### src/rtl/recover_encoder_ctrl.sv
`default_nettype none
// ============================================================================
// Module   : recover_encoder_ctrl
// Purpose  : Arbitrates the forward/backward Fano searches onto the shared
//            parity re-encoder, routes results back by tag, and sequences
//            drain-then-reset reconfiguration. Optional orphan/overflow
//            checking is enabled by defining RENC_CTRL_CHECK_EN.
// Revision : 1.0
// ============================================================================
module recover_encoder_ctrl #(
    parameter int ENC_LATENCY = 8,
    parameter int RST_CYCLES  = 2,
    parameter int DATA_W      = 89
) (
    input  logic              clk,
    input  logic              reset_n,
    input  logic              req0_vld,
    input  logic [DATA_W-1:0] req0_data,
    output logic              req0_rdy,
    input  logic              req1_vld,
    input  logic [DATA_W-1:0] req1_data,
    output logic              req1_rdy,
    output logic              rsp0_vld,
    output logic              rsp1_vld,
    output logic [1:0]        rsp_rib_0,
    output logic [1:0]        rsp_rib_1,
    input  logic              cfg_update,
    input  logic [1:0]        cfg_code_rate,
    input  logic              cfg_diff_en,
    output logic              cfg_busy,
    output logic              enc_reset_n,
    output logic [1:0]        enc_code_rate,
    output logic              enc_diff_en,
    output logic              enc_vld,
    output logic [DATA_W-1:0] enc_data,
    input  logic              enc_o_vld,
    input  logic [1:0]        enc_rib_0,
    input  logic [1:0]        enc_rib_1
`ifdef RENC_CTRL_CHECK_EN
    ,
    output logic              err_orphan
`endif
);

    localparam int DEPTH = ENC_LATENCY + 1;
    localparam int PTR_W = $clog2(DEPTH);
    localparam int CNT_W = 5;

    typedef enum logic [1:0] {
        S_RESET = 2'd0,
        S_IDLE  = 2'd1,
        S_DRAIN = 2'd2
    } state_t;

    state_t             r_state;
    logic [3:0]         r_rst_cnt;
    logic               r_ptr;
    logic [1:0]         r_shadow_rate;
    logic               r_shadow_diff;
    logic [CNT_W-1:0]   r_inflight;
    logic [DEPTH-1:0]   r_tags;
    logic [PTR_W-1:0]   r_wr_ptr;
    logic [PTR_W-1:0]   r_rd_ptr;
    logic               r_enc_reset_n;
    logic [1:0]         r_enc_code_rate;
    logic               r_enc_diff_en;
    logic               r_enc_vld;
    logic [DATA_W-1:0]  r_enc_data;
    logic               r_rsp0_vld;
    logic               r_rsp1_vld;
    logic [1:0]         r_rsp_rib_0;
    logic [1:0]         r_rsp_rib_1;

    logic               w_idle;
    logic               w_gnt0;
    logic               w_gnt1;
    logic               w_acc;
    logic               w_empty;
    logic               w_full;
    logic               w_pop;
    logic               w_push;
    logic               w_pop_tag;
    logic [PTR_W-1:0]   w_wr_next;
    logic [PTR_W-1:0]   w_rd_next;

    // A pending reconfiguration wins over arbitration in the same cycle.
    assign w_idle    = (r_state == S_IDLE) && !cfg_update;
    assign w_gnt0    = w_idle && req0_vld && (!req1_vld || !r_ptr);
    assign w_gnt1    = w_idle && req1_vld && (!req0_vld ||  r_ptr);
    assign w_acc     = w_gnt0 || w_gnt1;

    assign w_empty   = (r_inflight == '0);
    assign w_full    = (r_inflight == CNT_W'(DEPTH));
    assign w_pop     = enc_o_vld && r_enc_reset_n && !w_empty;
    assign w_push    = w_acc && (!w_full || w_pop);
    assign w_pop_tag = r_tags[r_rd_ptr];
    assign w_wr_next = (r_wr_ptr == PTR_W'(DEPTH - 1)) ? '0 : r_wr_ptr + 1'b1;
    assign w_rd_next = (r_rd_ptr == PTR_W'(DEPTH - 1)) ? '0 : r_rd_ptr + 1'b1;

    always_ff @(posedge clk or negedge reset_n) begin
        if (!reset_n) begin
            r_state         <= S_RESET;
            r_rst_cnt       <= 4'(RST_CYCLES);
            r_ptr           <= 1'b0;
            r_shadow_rate   <= 2'd0;
            r_shadow_diff   <= 1'b0;
            r_inflight      <= '0;
            r_tags          <= '0;
            r_wr_ptr        <= '0;
            r_rd_ptr        <= '0;
            r_enc_reset_n   <= 1'b0;
            r_enc_code_rate <= 2'd0;
            r_enc_diff_en   <= 1'b0;
            r_enc_vld       <= 1'b0;
            r_enc_data      <= '0;
            r_rsp0_vld      <= 1'b0;
            r_rsp1_vld      <= 1'b0;
            r_rsp_rib_0     <= 2'd0;
            r_rsp_rib_1     <= 2'd0;
        end else begin
            r_enc_vld <= w_acc;
            if (w_acc) begin
                r_enc_data <= w_gnt1 ? req1_data : req0_data;
                r_ptr      <= w_gnt0;
            end

            if (w_push) begin
                r_tags[r_wr_ptr] <= w_gnt1;
                r_wr_ptr         <= w_wr_next;
            end
            if (w_pop) begin
                r_rd_ptr    <= w_rd_next;
                r_rsp_rib_0 <= enc_rib_0;
                r_rsp_rib_1 <= enc_rib_1;
            end
            r_rsp0_vld <= w_pop && !w_pop_tag;
            r_rsp1_vld <= w_pop &&  w_pop_tag;

            if (w_push && !w_pop)
                r_inflight <= r_inflight + 1'b1;
            else if (w_pop && !w_push)
                r_inflight <= r_inflight - 1'b1;

            case (r_state)
                S_RESET: begin
                    r_rst_cnt <= r_rst_cnt - 1'b1;
                    if (r_rst_cnt <= 4'd1) begin
                        r_state       <= S_IDLE;
                        r_enc_reset_n <= 1'b1;
                    end
                end
                S_IDLE: begin
                    if (cfg_update) begin
                        r_shadow_rate <= cfg_code_rate;
                        r_shadow_diff <= cfg_diff_en;
                        r_state       <= S_DRAIN;
                    end
                end
                S_DRAIN: begin
                    if (w_empty) begin
                        r_enc_code_rate <= r_shadow_rate;
                        r_enc_diff_en   <= r_shadow_diff;
                        r_rst_cnt       <= 4'(RST_CYCLES);
                        r_enc_reset_n   <= 1'b0;
                        r_state         <= S_RESET;
                    end
                end
                default: r_state <= S_RESET;
            endcase
        end
    end

`ifdef RENC_CTRL_CHECK_EN
    logic r_err_orphan;

    // A full FIFO is legal when a result leaves in the same cycle.
    always_ff @(posedge clk or negedge reset_n) begin
        if (!reset_n)
            r_err_orphan <= 1'b0;
        else if ((enc_o_vld && r_enc_reset_n && w_empty) || (w_acc && w_full && !w_pop))
            r_err_orphan <= 1'b1;
    end

    assign err_orphan = r_err_orphan;
`endif

    assign req0_rdy      = w_gnt0;
    assign req1_rdy      = w_gnt1;
    assign cfg_busy      = (r_state != S_IDLE);
    assign enc_reset_n   = r_enc_reset_n;
    assign enc_code_rate = r_enc_code_rate;
    assign enc_diff_en   = r_enc_diff_en;
    assign enc_vld       = r_enc_vld;
    assign enc_data      = r_enc_data;
    assign rsp0_vld      = r_rsp0_vld;
    assign rsp1_vld      = r_rsp1_vld;
    assign rsp_rib_0     = r_rsp_rib_0;
    assign rsp_rib_1     = r_rsp_rib_1;

endmodule
`default_nettype wire

### config.mk
export PLATFORM = sky130hd
export DESIGN_NAME = recover_encoder_ctrl
export DESIGN_NICKNAME = d
export VERILOG_FILES = /design/src/rtl/recover_encoder_ctrl.sv
export SDC_FILE = /design/constraint.sdc
export NUM_CORES = 1
export LEC_CHECK = 0
export BUFFER_PORTS_ARGS = -buffer_cell sky130_fd_sc_hd__buf_2
export CAP_MARGIN = 20
export CELL_PAD_IN_SITES_DETAIL_PLACEMENT = 0
export CELL_PAD_IN_SITES_GLOBAL_PLACEMENT = 1
export CORE_ASPECT_RATIO = 1.75
export CORE_MARGIN = 8
export CORE_UTILIZATION = 35
export CTS_CLUSTER_SIZE = 24
export DETAILED_ROUTE_END_ITERATION = 10
export PLACE_DENSITY_LB_ADDON = 0.25
export SLEW_MARGIN = 20
export SYNTH_ARGS = -nofsm -noshare
export SYNTH_HDL_FRONTEND = slang
export SYNTH_SLANG_ARGS = --single-unit
### constraint.sdc
create_clock -name clk -period 3.2 [get_ports clk]
set_input_delay 0.48 -clock clk [delete_from_list [all_inputs] [get_ports clk]]
set_output_delay 0.48 -clock clk [all_outputs]
set_load 0.03 [all_outputs]
Word level (Yosys, flattened, before mapping)
Index checks and enable logic that the tools add are counted.
{"block": "word_totals", "reg_bits": 132, "in_bits": 191, "out_inout_bits": 103}
{"block": "op_classes", "addsub": 5, "magnitude_cmp": 4, "n_eq_ne": 9, "muxes": 19, "reduce_logical": 35}
{"op": "2-to-1 mux 89 bit", "n": 1}
{"op": "logical AND 1 bit", "n": 13}
{"op": "2-to-1 mux 4 bit", "n": 3}
{"op": "less-than comparator 4 x 5 -> 1 bit, second input constant", "n": 2}
{"op": "2-to-1 mux 5 bit", "n": 2}
{"op": "bitwise mux 9 bit", "n": 1}
{"op": "zero test 1 bit", "n": 9}
{"op": "adder 4 x 1 -> 4 bit, second input constant", "n": 2}
{"op": "equality test 4 bit, second input constant", "n": 2}
{"op": "one-hot mux 4 bit (2 select lines)", "n": 1}
{"op": "2-to-1 mux 2 bit", "n": 3}
{"op": "!= test 2 bit, second input constant", "n": 3}
{"op": "one-hot mux 2 bit (3 select lines)", "n": 1}
{"op": "AND reduction 2 bit", "n": 3}
{"op": "AND reduction 3 bit", "n": 2}
{"op": "adder 5 x 1 -> 5 bit, second input constant", "n": 1}
{"op": "equality test 5 x 4 -> 1 bit, second input constant", "n": 1}
{"op": "zero test 5 bit", "n": 1}
{"op": "subtractor 5 x 1 -> 5 bit, second input constant", "n": 1}
{"op": "binary-select mux 1 bit (select 4 bit)", "n": 1}
{"op": "demux 1 bit (select 4 bit)", "n": 1}
{"op": ">= comparator 4 x 1 -> 1 bit, second input constant", "n": 1}
{"op": "<= comparator 4 x 1 -> 1 bit, second input constant", "n": 1}
{"op": "logical OR 1 bit", "n": 4}
{"op": "other kinds (8)", "n": 12}

Longest topological paths before layout
Gate-level depths: netlist of the first run.
{"block": "logic_depth", "word_depth": 10, "mapped_depth": 10, "depth_no_buf": 10}

Least setup slack after synthesis of the first run
No wires, ideal clock.
{"block": "synth_timing", "path_kind": "in2reg", "startpoint": "input port cfg_update", "endpoint": "register r_inflight[4]", "setup_ns": 0.080, "arrival_ns": 2.394, "required_time_ns": 3.120, "slack_ns": 0.726, "path_stages": 10, "path_buffers": 0, "path_cell_list": "nor3b_4 o21a_2 and2_1 ha_1 inv_1 fa_1 a21o_1 a21oi_1 mux2i_1 xnor2_1"}
{"block": "synth_via", "elab_chain_len": 9}
{"item": "start: declaration", "line": "27", "text": "input logic cfg_update,"}
{"item": "zero test 1 bit (*)", "line": "87", "text": "assign w_idle = (r_state == S_IDLE) && !cfg_update;"}
{"item": "logical AND 1 bit (*)", "line": "87"}
{"item": "logical AND 1 bit, on equally long branches (2 in series)", "line": "88, 89"}
{"item": "logical OR 1 bit (*)", "line": "90", "text": "assign w_acc = w_gnt0 || w_gnt1;"}
{"item": "logical AND 1 bit (*)", "line": "95", "text": "assign w_push = w_acc && (!w_full || w_pop);"}
{"item": "named net w_push", "line": "81", "text": "logic w_push;"}
{"item": "zero test 1 bit", "line": "141", "text": "else if (w_pop && !w_push)"}
{"item": "logical AND 1 bit", "line": "141"}
{"item": "nonzero test 2 bit (no source line)"}
{"item": "end signal: assignment", "line": "140", "text": "r_inflight <= r_inflight + 1'b1;"}
{"item": "end signal: assignment", "line": "142", "text": "r_inflight <= r_inflight - 1'b1;"}
{"item": "end: declaration", "line": "60", "text": "logic [CNT_W-1:0] r_inflight;"}
Mark *: on every way through the listed nets, which the timed path passes. The rest lies on a longest branch.
A chain may end at the register's enable or synchronous reset.

Worst setup path in the final report of the first run
{"block": "layout_timing", "startpoint": "register r_state[1]", "endpoint": "output port req0_rdy"}
{"block": "layout_via", "elab_chain_len": 4}
{"item": "start: declaration", "line": "55", "text": "state_t r_state;"}
{"item": "start signal: assignment", "line": "102", "text": "r_state <= S_RESET;"}
{"item": "start signal: assignment", "line": "148", "text": "r_state <= S_IDLE;"}
{"item": "start signal: assignment", "line": "156", "text": "r_state <= S_DRAIN;"}
{"item": "equality test 2 x 1 -> 1 bit", "line": "87"}
{"item": "logical AND 1 bit", "line": "87"}
{"item": "logical AND 1 bit (2 in series)", "line": "88", "text": "assign w_gnt0 = w_idle && req0_vld && (!req1_vld || !r_ptr);"}
{"item": "end: declaration", "line": "19", "text": "output logic req0_rdy,"}
Every way passes these cells.

==> flow_results.xml, run 1 <==
<?xml version="1.0" encoding="UTF-8"?>
<metrics>
  <group name="layout">
    <metric name="drive_above_1_share" unit="">0.411</metric>
    <metric name="layout-area-overhead-vs-synth" unit="%">37.5</metric>
    <metric name="utilization" unit="">0.484</metric>
    <metric name="fillers" unit="">1720</metric>
    <metric name="finish.net_count" unit="">1071</metric>
  </group>
  <group name="logic_synthesis">
    <metric name="synth_cell_type_count" unit="">45</metric>
    <metric name="synth_warnings" unit="">0</metric>
    <metric name="synth_ff_type" unit="">sky130_fd_sc_hd__dfrtp_1</metric>
    <metric name="synthTopCellsByArea" unit="">sky130_fd_sc_hd__dfrtp_1 (52%), sky130_fd_sc_hd__mux2i_1 (15%), sky130_fd_sc_hd__o21ai_0 (6.4%), sky130_fd_sc_hd__nand2_1 (6.0%), sky130_fd_sc_hd__mux2_2 (3.2%)</metric>
    <metric name="ys_seq_elements" unit="">132</metric>
    <metric name="synth_area" unit="sq um">6270</metric>
    <metric name="synth.cells.most_frequent" unit="">sky130_fd_sc_hd__dfrtp_1 (131), sky130_fd_sc_hd__nand2_1 (101), sky130_fd_sc_hd__mux2i_1 (92), sky130_fd_sc_hd__o21ai_0 (80), sky130_fd_sc_hd__o21ai_1 (20)</metric>
    <metric name="synth_enable_flop_cells" unit="">0</metric>
    <metric name="syn_nets" unit="">784</metric>
    <metric name="post-synth-top-area-cell" unit="">sky130_fd_sc_hd__dfrtp_1</metric>
    <metric name="cell_count_after_synthesis" unit="">580</metric>
    <metric name="yosysTopAreaCellShare" unit="">0.523</metric>
    <metric name="portion_of_the_post_synthesis_area_used_by_sequential_elements" unit="">0.527</metric>
    <metric name="average_footprint_of_a_synthesized_cell" unit="sq um">10.8</metric>
    <metric name="asyncSetResetFlopFracSynth" unit="">1.00</metric>
    <metric name="post-synth-top-count-cell" unit="">sky130_fd_sc_hd__dfrtp_1</metric>
  </group>
  <group name="critical_path">
    <metric name="worst_ep_arrival_time" unit="ns">2.24</metric>
    <metric name="critPathKind" unit="">flip-flop to output pin</metric>
    <metric name="timing.critical_path.fanout_max" unit="">32</metric>
    <metric name="startpoint_type" unit="">flip-flop</metric>
    <metric name="regToRegStartpoint" unit="">r_inflight[1]$_DFFE_PN0P_</metric>
    <metric name="wp_data_required" unit="ns">2.72</metric>
    <metric name="setup.worst_path.start" unit="">r_state[1]$_DFFE_PN0P_</metric>
    <metric name="critPathCaptureType" unit="">output pin</metric>
  </group>
  <group name="die">
    <metric name="die_w" unit="um">117</metric>
    <metric name="core.rowCount" unit="">65</metric>
    <metric name="placeableCoreArea" unit="sq um">17800</metric>
    <metric name="io-pin-count" unit="">294</metric>
    <metric name="dieArea" unit="sq um">22600</metric>
    <metric name="die_y" unit="um">193</metric>
    <metric name="start_util" unit="">0.352</metric>
  </group>
  <group name="sta">
    <metric name="max-slew-margin-rel" unit="">0.404</metric>
    <metric name="finalCriticalPeriod" unit="ns">2.72</metric>
    <metric name="setup_tns" unit="ns">0</metric>
    <metric name="final-max-slew-violation-count" unit="">0</metric>
    <metric name="final-setup-viol-count" unit="">0</metric>
    <metric name="fin_worst_hold_slack" unit="ns">0.273</metric>
    <metric name="achievable-frequency" unit="GHz">0.368</metric>
    <metric name="worst_slew_pin_tran" unit="ns">0.894</metric>
    <metric name="unrepaired_setup_endpoints_after_global_routing" unit="">false</metric>
    <metric name="final_period_utilization" unit="">0.849</metric>
    <metric name="finalHoldViolations" unit="">0</metric>
    <metric name="finalClockSkew" unit="ns">0.0120</metric>
  </group>
  <group name="clock_tree">
    <metric name="clk_path_buf_depth" unit="">2</metric>
    <metric name="worstSkewPairLatency" unit="ns">0.41</metric>
    <metric name="tritoncts" unit="">yes</metric>
    <metric name="clkSlewWorstSetupHoldPaths" unit="ns">0.06</metric>
    <metric name="clock_tree.root_cell" unit="">sky130_fd_sc_hd__clkbuf_16</metric>
    <metric name="cts_repair_resize_count" unit="">0</metric>
    <metric name="numCtsBuffers" unit="">17</metric>
    <metric name="h-tree-depth" unit="">4</metric>
    <metric name="clock-sinks" unit="">132</metric>
  </group>
  <group name="power_and_ir_drop">
    <metric name="p_clk_frac" unit="">0.248</metric>
    <metric name="combPwrFrac" unit="">0.414</metric>
    <metric name="internal-power" unit="mW">5.09</metric>
    <metric name="sequentialPowerShare" unit="">0.338</metric>
    <metric name="power_density" unit="nW/um^2">999</metric>
    <metric name="fin_total_pwr" unit="mW">8.61</metric>
    <metric name="net_sw_frac" unit="">0.409</metric>
    <metric name="vdd_drop_max" unit="V">0.000420</metric>
    <metric name="net-switching-power" unit="mW">3.53</metric>
    <metric name="cell_leakage_power" unit="nW">4.74</metric>
  </group>
  <group name="route">
    <metric name="post-route-drc-count" unit="">0</metric>
    <metric name="route.detailed.vias_per_inst" unit="">4.81</metric>
    <metric name="overall_via_count_from_detail_route" unit="">5379</metric>
    <metric name="ant_nets" unit="">0</metric>
    <metric name="drt_iter0_drc" unit="">283</metric>
    <metric name="drt_total_wl" unit="um">20200</metric>
    <metric name="drt_pre_antenna_iters" unit="">4</metric>
    <metric name="routedWlPerCell" unit="um">18.1</metric>
  </group>
  <group name="worst_hold_path">
    <metric name="hold_start" unit="">req1_data[50]</metric>
    <metric name="min_path_type" unit="">input port to flip-flop</metric>
  </group>
  <group name="outcome">
    <metric name="result_of_the_run" unit="">complete, no violations</metric>
  </group>
  <group name="global_route">
    <metric name="grt_pass1_wl" unit="um">30600</metric>
    <metric name="number_of_global_route_vias_before_repair" unit="">5653</metric>
    <metric name="antenna_found_initial" unit="">6</metric>
    <metric name="pin_count_of_the_biggest_net_entering_global_routing" unit="">105</metric>
    <metric name="overflow" unit="">0</metric>
    <metric name="grt_use_total" unit="">0.178</metric>
  </group>
  <group name="placement">
    <metric name="portBuffers" unit="">293</metric>
    <metric name="dp_hpwl" unit="um">15900</metric>
    <metric name="globalplace.congestion" unit="">0.860</metric>
  </group>
  <group name="flow_run">
    <metric name="drv.max_cap_violation_count" unit="">0</metric>
  </group>
</metrics>
layer usage:
layer / part of all wire / GRT usage / up-vias
met3: 0.089 / 0.0583 / 32
met4: 0.030 / 0.0877 / 4
met1: 0.35 / 0.185 / 2546
met2: 0.53 / 0.313 / 201
li1: - / - / 2596
met5: 0.0011 / 0 / -
layout make-up:
| class | instances | area [sq um] | share of cell area |
|---|---|---|---|
| clock buffers | 23 | 478 | 0.0555 |
| inverters | 10 | 37.5 | 0.00436 |
| multi-input cells | 401 | 2730 | 0.317 |
| repair buffers | 305 | 1590 | 0.184 |
| diodes | 5 | 12.5 | 0.00145 |
| flip-flops and latches | 132 | 3300 | 0.383 |
| well taps | 234 | 293 | 0.0340 |
| clock inverters | 9 | 175 | 0.0203 |
registers in the layout, indices dropped and copies added, names as in the netlist, 2 cells and up:
name / flops
enc_data: 89
r_state: 2
enc_code_rate: 2
rsp_rib_0: 2
r_rst_cnt: 4
rsp_rib_1: 2
r_rd_ptr: 4
r_tags: 9
r_inflight: 5
r_shadow_rate: 2
r_wr_ptr: 4
cell usage in the layout, fill, tap and decap left out, types with 3 or more instances in the layout:
cell                        instances
sky130_fd_sc_hd__a21o_1             3
sky130_fd_sc_hd__a21oi_1            8
sky130_fd_sc_hd__and2_1             4
sky130_fd_sc_hd__buf_2            292
sky130_fd_sc_hd__buf_4             10
sky130_fd_sc_hd__bufinv_16          5
sky130_fd_sc_hd__clkbuf_1           3
sky130_fd_sc_hd__clkbuf_16         17
sky130_fd_sc_hd__clkbuf_8           3
sky130_fd_sc_hd__dfrtp_1          131
sky130_fd_sc_hd__diode_2            5
sky130_fd_sc_hd__ha_1              12
sky130_fd_sc_hd__inv_1             10
sky130_fd_sc_hd__mux2_1             5
sky130_fd_sc_hd__mux2_2            18
sky130_fd_sc_hd__mux2i_1           92
sky130_fd_sc_hd__nand2_1          101
sky130_fd_sc_hd__nand3_1            6
sky130_fd_sc_hd__nand4_1            9
sky130_fd_sc_hd__nor2_1            10
sky130_fd_sc_hd__o21ai_0           80
sky130_fd_sc_hd__o21ai_1           20
sky130_fd_sc_hd__xnor2_1            5
critical path, cell delays in order, from the launching register on:
cell and delay, ns:
sky130_fd_sc_hd__dfrtp_1 0.45, sky130_fd_sc_hd__nor3b_4 0.25, sky130_fd_sc_hd__buf_4 0.18, sky130_fd_sc_hd__nand3_4 0.47, sky130_fd_sc_hd__inv_1 0.21, sky130_fd_sc_hd__buf_2 0.24
through the flow:
step                std cells  setup slack [ns]  area [sq um]
floorplan                 580             0.726          6270
global placement         1081             0.527          7940
detailed placement       1081             0.504          7940
CTS                      1114             0.407          8610
global route             1118             0.317          8620
finish                   1119             0.484          8620
power by group through the flow:
| stage | Combinational [mW] | Clock (mW) | Sequential (mW) |
|---|---|---|---|
| 6_report | 3.56 | 2.14 | 2.91 |
| 5_1_grt | 3.87 | 2.28 | 3.02 |
| 4_1_cts | 3.63 | 2.21 | 2.92 |
| 3_5_place_dp | 3.62 | 0 | 2.94 |
| 3_3_place_gp | 3.56 | 0 | 2.89 |
| 2_1_floorplan | 1.24 | 0 | 4.04 |
kinds of logic (layout without fill, tap and decap cells):
family	after synthesis	in the layout	share of synthesized area
AND/OR/NAND/NOR	144	144	0.101
adder cells (fa/ha/maj)	13	13	0.0272
other	0	5	0
multiplexers	116	116	0.192
XOR/XNOR	6	6	0.00838
flip-flops	132	132	0.527
AO/OA/AOI/OAI	122	122	0.105
buffers and inverters	47	347	0.0397
worst paths after layout:
check	to	slack, ns	cells after the start
max	req0_rdy	0.48	5
min	enc_data[50]$_DFFE_PN0P_	0.27	3
max reg2reg	r_inflight[4]$_DFFE_PN0P_	0.63	10
min reg2reg	rsp_rib_0[0]$_DFFE_PN0P_	0.50	1
max in group asynchronous	rsp0_vld$_DFF_PN0_	1.80	3
min in group asynchronous	enc_data[53]$_DFFE_PN0P_	0.47	2
timing repair:
item,in CTS,in global routing
endpoints found under the hold margin,11,0
setup buffers,0,0
hold buffers,1,0
Note: power is estimated with default switching activity, not from simulation.
==> inputs of run 2 (changes only) <==
==> constraint.sdc (replaced) <==
create_clock -name clk -period 2.6 [get_ports clk]
set_input_delay 0.39 -clock clk [delete_from_list [all_inputs] [get_ports clk]]
set_output_delay 0.39 -clock clk [all_outputs]
set_load 0.03 [all_outputs]
==> run 2 against run 1 <==
Net effect: clock skew decreased by 0.0019 ns; die area unchanged; worst setup slack got worse by 0.30 ns; register-to-register slack got worse by 0.44 ns; final cell count increased by 0.63%; highest routed layer unchanged.
==> flow_results.xml, run 2 (same netlist as run 1, synthesis figures left out) <==
<?xml version="1.0" encoding="UTF-8"?>
<metrics>
  <group name="clock_tree">
    <metric name="worstSkewPairLatency" unit="ns">0.42</metric>
    <metric name="clock_tree.root_cell" unit="">sky130_fd_sc_hd__clkbuf_16</metric>
    <metric name="numCtsBuffers" unit="">17</metric>
    <metric name="h-tree-depth" unit="">4</metric>
    <metric name="clkSlewWorstSetupHoldPaths" unit="ns">0.06</metric>
    <metric name="tritoncts" unit="">yes</metric>
    <metric name="clock-sinks" unit="">132</metric>
    <metric name="clk_path_buf_depth" unit="">2</metric>
  </group>
  <group name="die">
    <metric name="placeableCoreArea" unit="sq um">17800</metric>
    <metric name="core.rowCount" unit="">65</metric>
    <metric name="start_util" unit="">0.352</metric>
    <metric name="die_w" unit="um">117</metric>
    <metric name="die_y" unit="um">193</metric>
    <metric name="io-pin-count" unit="">294</metric>
    <metric name="dieArea" unit="sq um">22600</metric>
  </group>
  <group name="worst_hold_path">
    <metric name="hold_start" unit="">req1_data[28]</metric>
    <metric name="min_path_type" unit="">input port to flip-flop</metric>
  </group>
  <group name="route">
    <metric name="route.detailed.vias_per_inst" unit="">4.76</metric>
    <metric name="post-route-drc-count" unit="">0</metric>
    <metric name="overall_via_count_from_detail_route" unit="">5364</metric>
    <metric name="routedWlPerCell" unit="um">18.0</metric>
    <metric name="drt_total_wl" unit="um">20300</metric>
    <metric name="drt_iter0_drc" unit="">280</metric>
    <metric name="drt_pre_antenna_iters" unit="">4</metric>
    <metric name="ant_nets" unit="">0</metric>
  </group>
  <group name="placement">
    <metric name="portBuffers" unit="">293</metric>
    <metric name="dp_hpwl" unit="um">16000</metric>
    <metric name="placed_cells_incl_taps" unit="">1088</metric>
    <metric name="globalplace.congestion" unit="">0.850</metric>
    <metric name="preCtsSetupSlack" unit="ns">-0.132</metric>
    <metric name="dpl_cell_area" unit="sq um">8020</metric>
  </group>
  <group name="global_route">
    <metric name="antenna_found_initial" unit="">6</metric>
    <metric name="grt_use_total" unit="">0.181</metric>
    <metric name="number_of_global_route_vias_before_repair" unit="">5855</metric>
    <metric name="grt_pass1_wl" unit="um">31100</metric>
    <metric name="pin_count_of_the_biggest_net_entering_global_routing" unit="">69</metric>
    <metric name="overflow" unit="">0</metric>
  </group>
  <group name="critical_path">
    <metric name="regToRegStartpoint" unit="">r_inflight[4]$_DFFE_PN0P_</metric>
    <metric name="wp_data_required" unit="ns">2.21</metric>
    <metric name="critPathKind" unit="">flip-flop to output pin</metric>
    <metric name="timing.critical_path.fanout_max" unit="">27</metric>
    <metric name="setup.worst_path.start" unit="">r_state[1]$_DFFE_PN0P_</metric>
    <metric name="critPathCaptureType" unit="">output pin</metric>
    <metric name="worst_ep_arrival_time" unit="ns">2.02</metric>
    <metric name="startpoint_type" unit="">flip-flop</metric>
  </group>
  <group name="power_and_ir_drop">
    <metric name="vdd_drop_max" unit="V">0.000626</metric>
    <metric name="fin_total_pwr" unit="mW">10.5</metric>
    <metric name="cell_leakage_power" unit="nW">4.76</metric>
    <metric name="power_density" unit="nW/um^2">1210</metric>
  </group>
  <group name="layout">
    <metric name="largest_register_ffs" unit="">89</metric>
    <metric name="layout_common_cells" unit="">sky130_fd_sc_hd__buf_2 (292), sky130_fd_sc_hd__dfrtp_1 (130), sky130_fd_sc_hd__nand2_1 (101)</metric>
    <metric name="layout.cells.non_filler" unit="">1126</metric>
    <metric name="drive_above_1_share" unit="">0.425</metric>
    <metric name="layout-area-overhead-vs-synth" unit="%">38.2</metric>
    <metric name="final_common_cell" unit="">sky130_fd_sc_hd__buf_2</metric>
    <metric name="finish.net_count" unit="">1079</metric>
    <metric name="postLayoutCellArea" unit="sq um">8660</metric>
  </group>
  <group name="sta">
    <metric name="timing.final.ws_setup" unit="ns">0.186</metric>
    <metric name="fin_worst_hold_slack" unit="ns">0.176</metric>
    <metric name="final_period_utilization" unit="">0.929</metric>
    <metric name="final-max-slew-violation-count" unit="">0</metric>
    <metric name="finalClockSkew" unit="ns">0.0101</metric>
    <metric name="finalHoldViolations" unit="">0</metric>
    <metric name="achievable-frequency" unit="GHz">0.414</metric>
    <metric name="finalCriticalPeriod" unit="ns">2.41</metric>
    <metric name="max-slew-margin-rel" unit="">0.640</metric>
    <metric name="worst_slew_pin_tran" unit="ns">0.540</metric>
    <metric name="unrepaired_setup_endpoints_after_global_routing" unit="">false</metric>
    <metric name="final-setup-viol-count" unit="">0</metric>
  </group>
  <group name="outcome">
    <metric name="result_of_the_run" unit="">complete, no violations</metric>
  </group>
  <group name="flow_run">
    <metric name="drv.max_cap_violation_count" unit="">0</metric>
  </group>
</metrics>
==> run 2: where the power goes <==
group | internal, mW | switching, mW
clock | 1.53 | 0.911
sequential | 2.98 | 0.606
combinational | 1.56 | 2.90
total | 6.07 | 4.42
==> run 2: final timing paths <==
path	endpoint	slack [ns]	depth (start not counted)
min in group asynchronous	enc_data[51]$_DFFE_PN0P_	0.50	2
max in group asynchronous	r_inflight[1]$_DFFE_PN0P_	1.31	3
hold reg to reg	r_tags[4]$_DFFE_PN0P_	0.50	1
hold / removal	enc_data[28]$_DFFE_PN0P_	0.18	3
setup / recovery	req0_rdy	0.19	6
setup reg to reg	r_inflight[4]$_DFFE_PN0P_	0.19	11
==> run 2: layout make-up <==
cell class | instances | area [sq um]
Multi-Input combinational cell | 401 | 2740
Fill cell | 1657 | 9150
Antenna cell | 4 | 10.0
Sequential cell | 132 | 3310
Timing Repair Buffer | 313 | 1670
Tap cell | 234 | 293
Inverter | 10 | 37.5
Clock buffer | 19 | 443
Clock inverter | 13 | 159
==> run 2: worst max-delay path: stages, from the launching register on <==
cell                      delay [ns]
sky130_fd_sc_hd__dfrtp_1        0.40
sky130_fd_sc_hd__nor3b_4        0.21
sky130_fd_sc_hd__buf_4          0.18
sky130_fd_sc_hd__nand3_4        0.26
sky130_fd_sc_hd__buf_12         0.29
sky130_fd_sc_hd__inv_1          0.06
sky130_fd_sc_hd__buf_2          0.18
==> run 2: routing by layer <==
metal / GRT usage / routed length, um / vias to the layer above
met2: 0.330 / 10800 / 205
li1: - / - / 2616
met5: 0 / 23 / -
met3: 0.0571 / 1710 / 34
met4: 0.0812 / 542 / 4
met1: 0.181 / 7180 / 2505
==> run 2: through the flow <==
| step | TNS, ns | util |
|---|---|---|
| finish | 0 | 0.486 |
| global route | 0 | 0.486 |
| CTS | 0 | 0.485 |
| detailed placement | -0.132 | 0.450 |
| global placement | -0.0857 | 0.450 |
| floorplan | 0 | - |
==> run 2: repair_timing <==
action                                  in CTS  in global routing
endpoints found under the setup margin       1                  1
buffers inserted                             1                  0
hold endpoints to repair                    35                  0
pin swaps                                    1                  2
hold buffers                                 1                  0
resized for setup                            0                  5
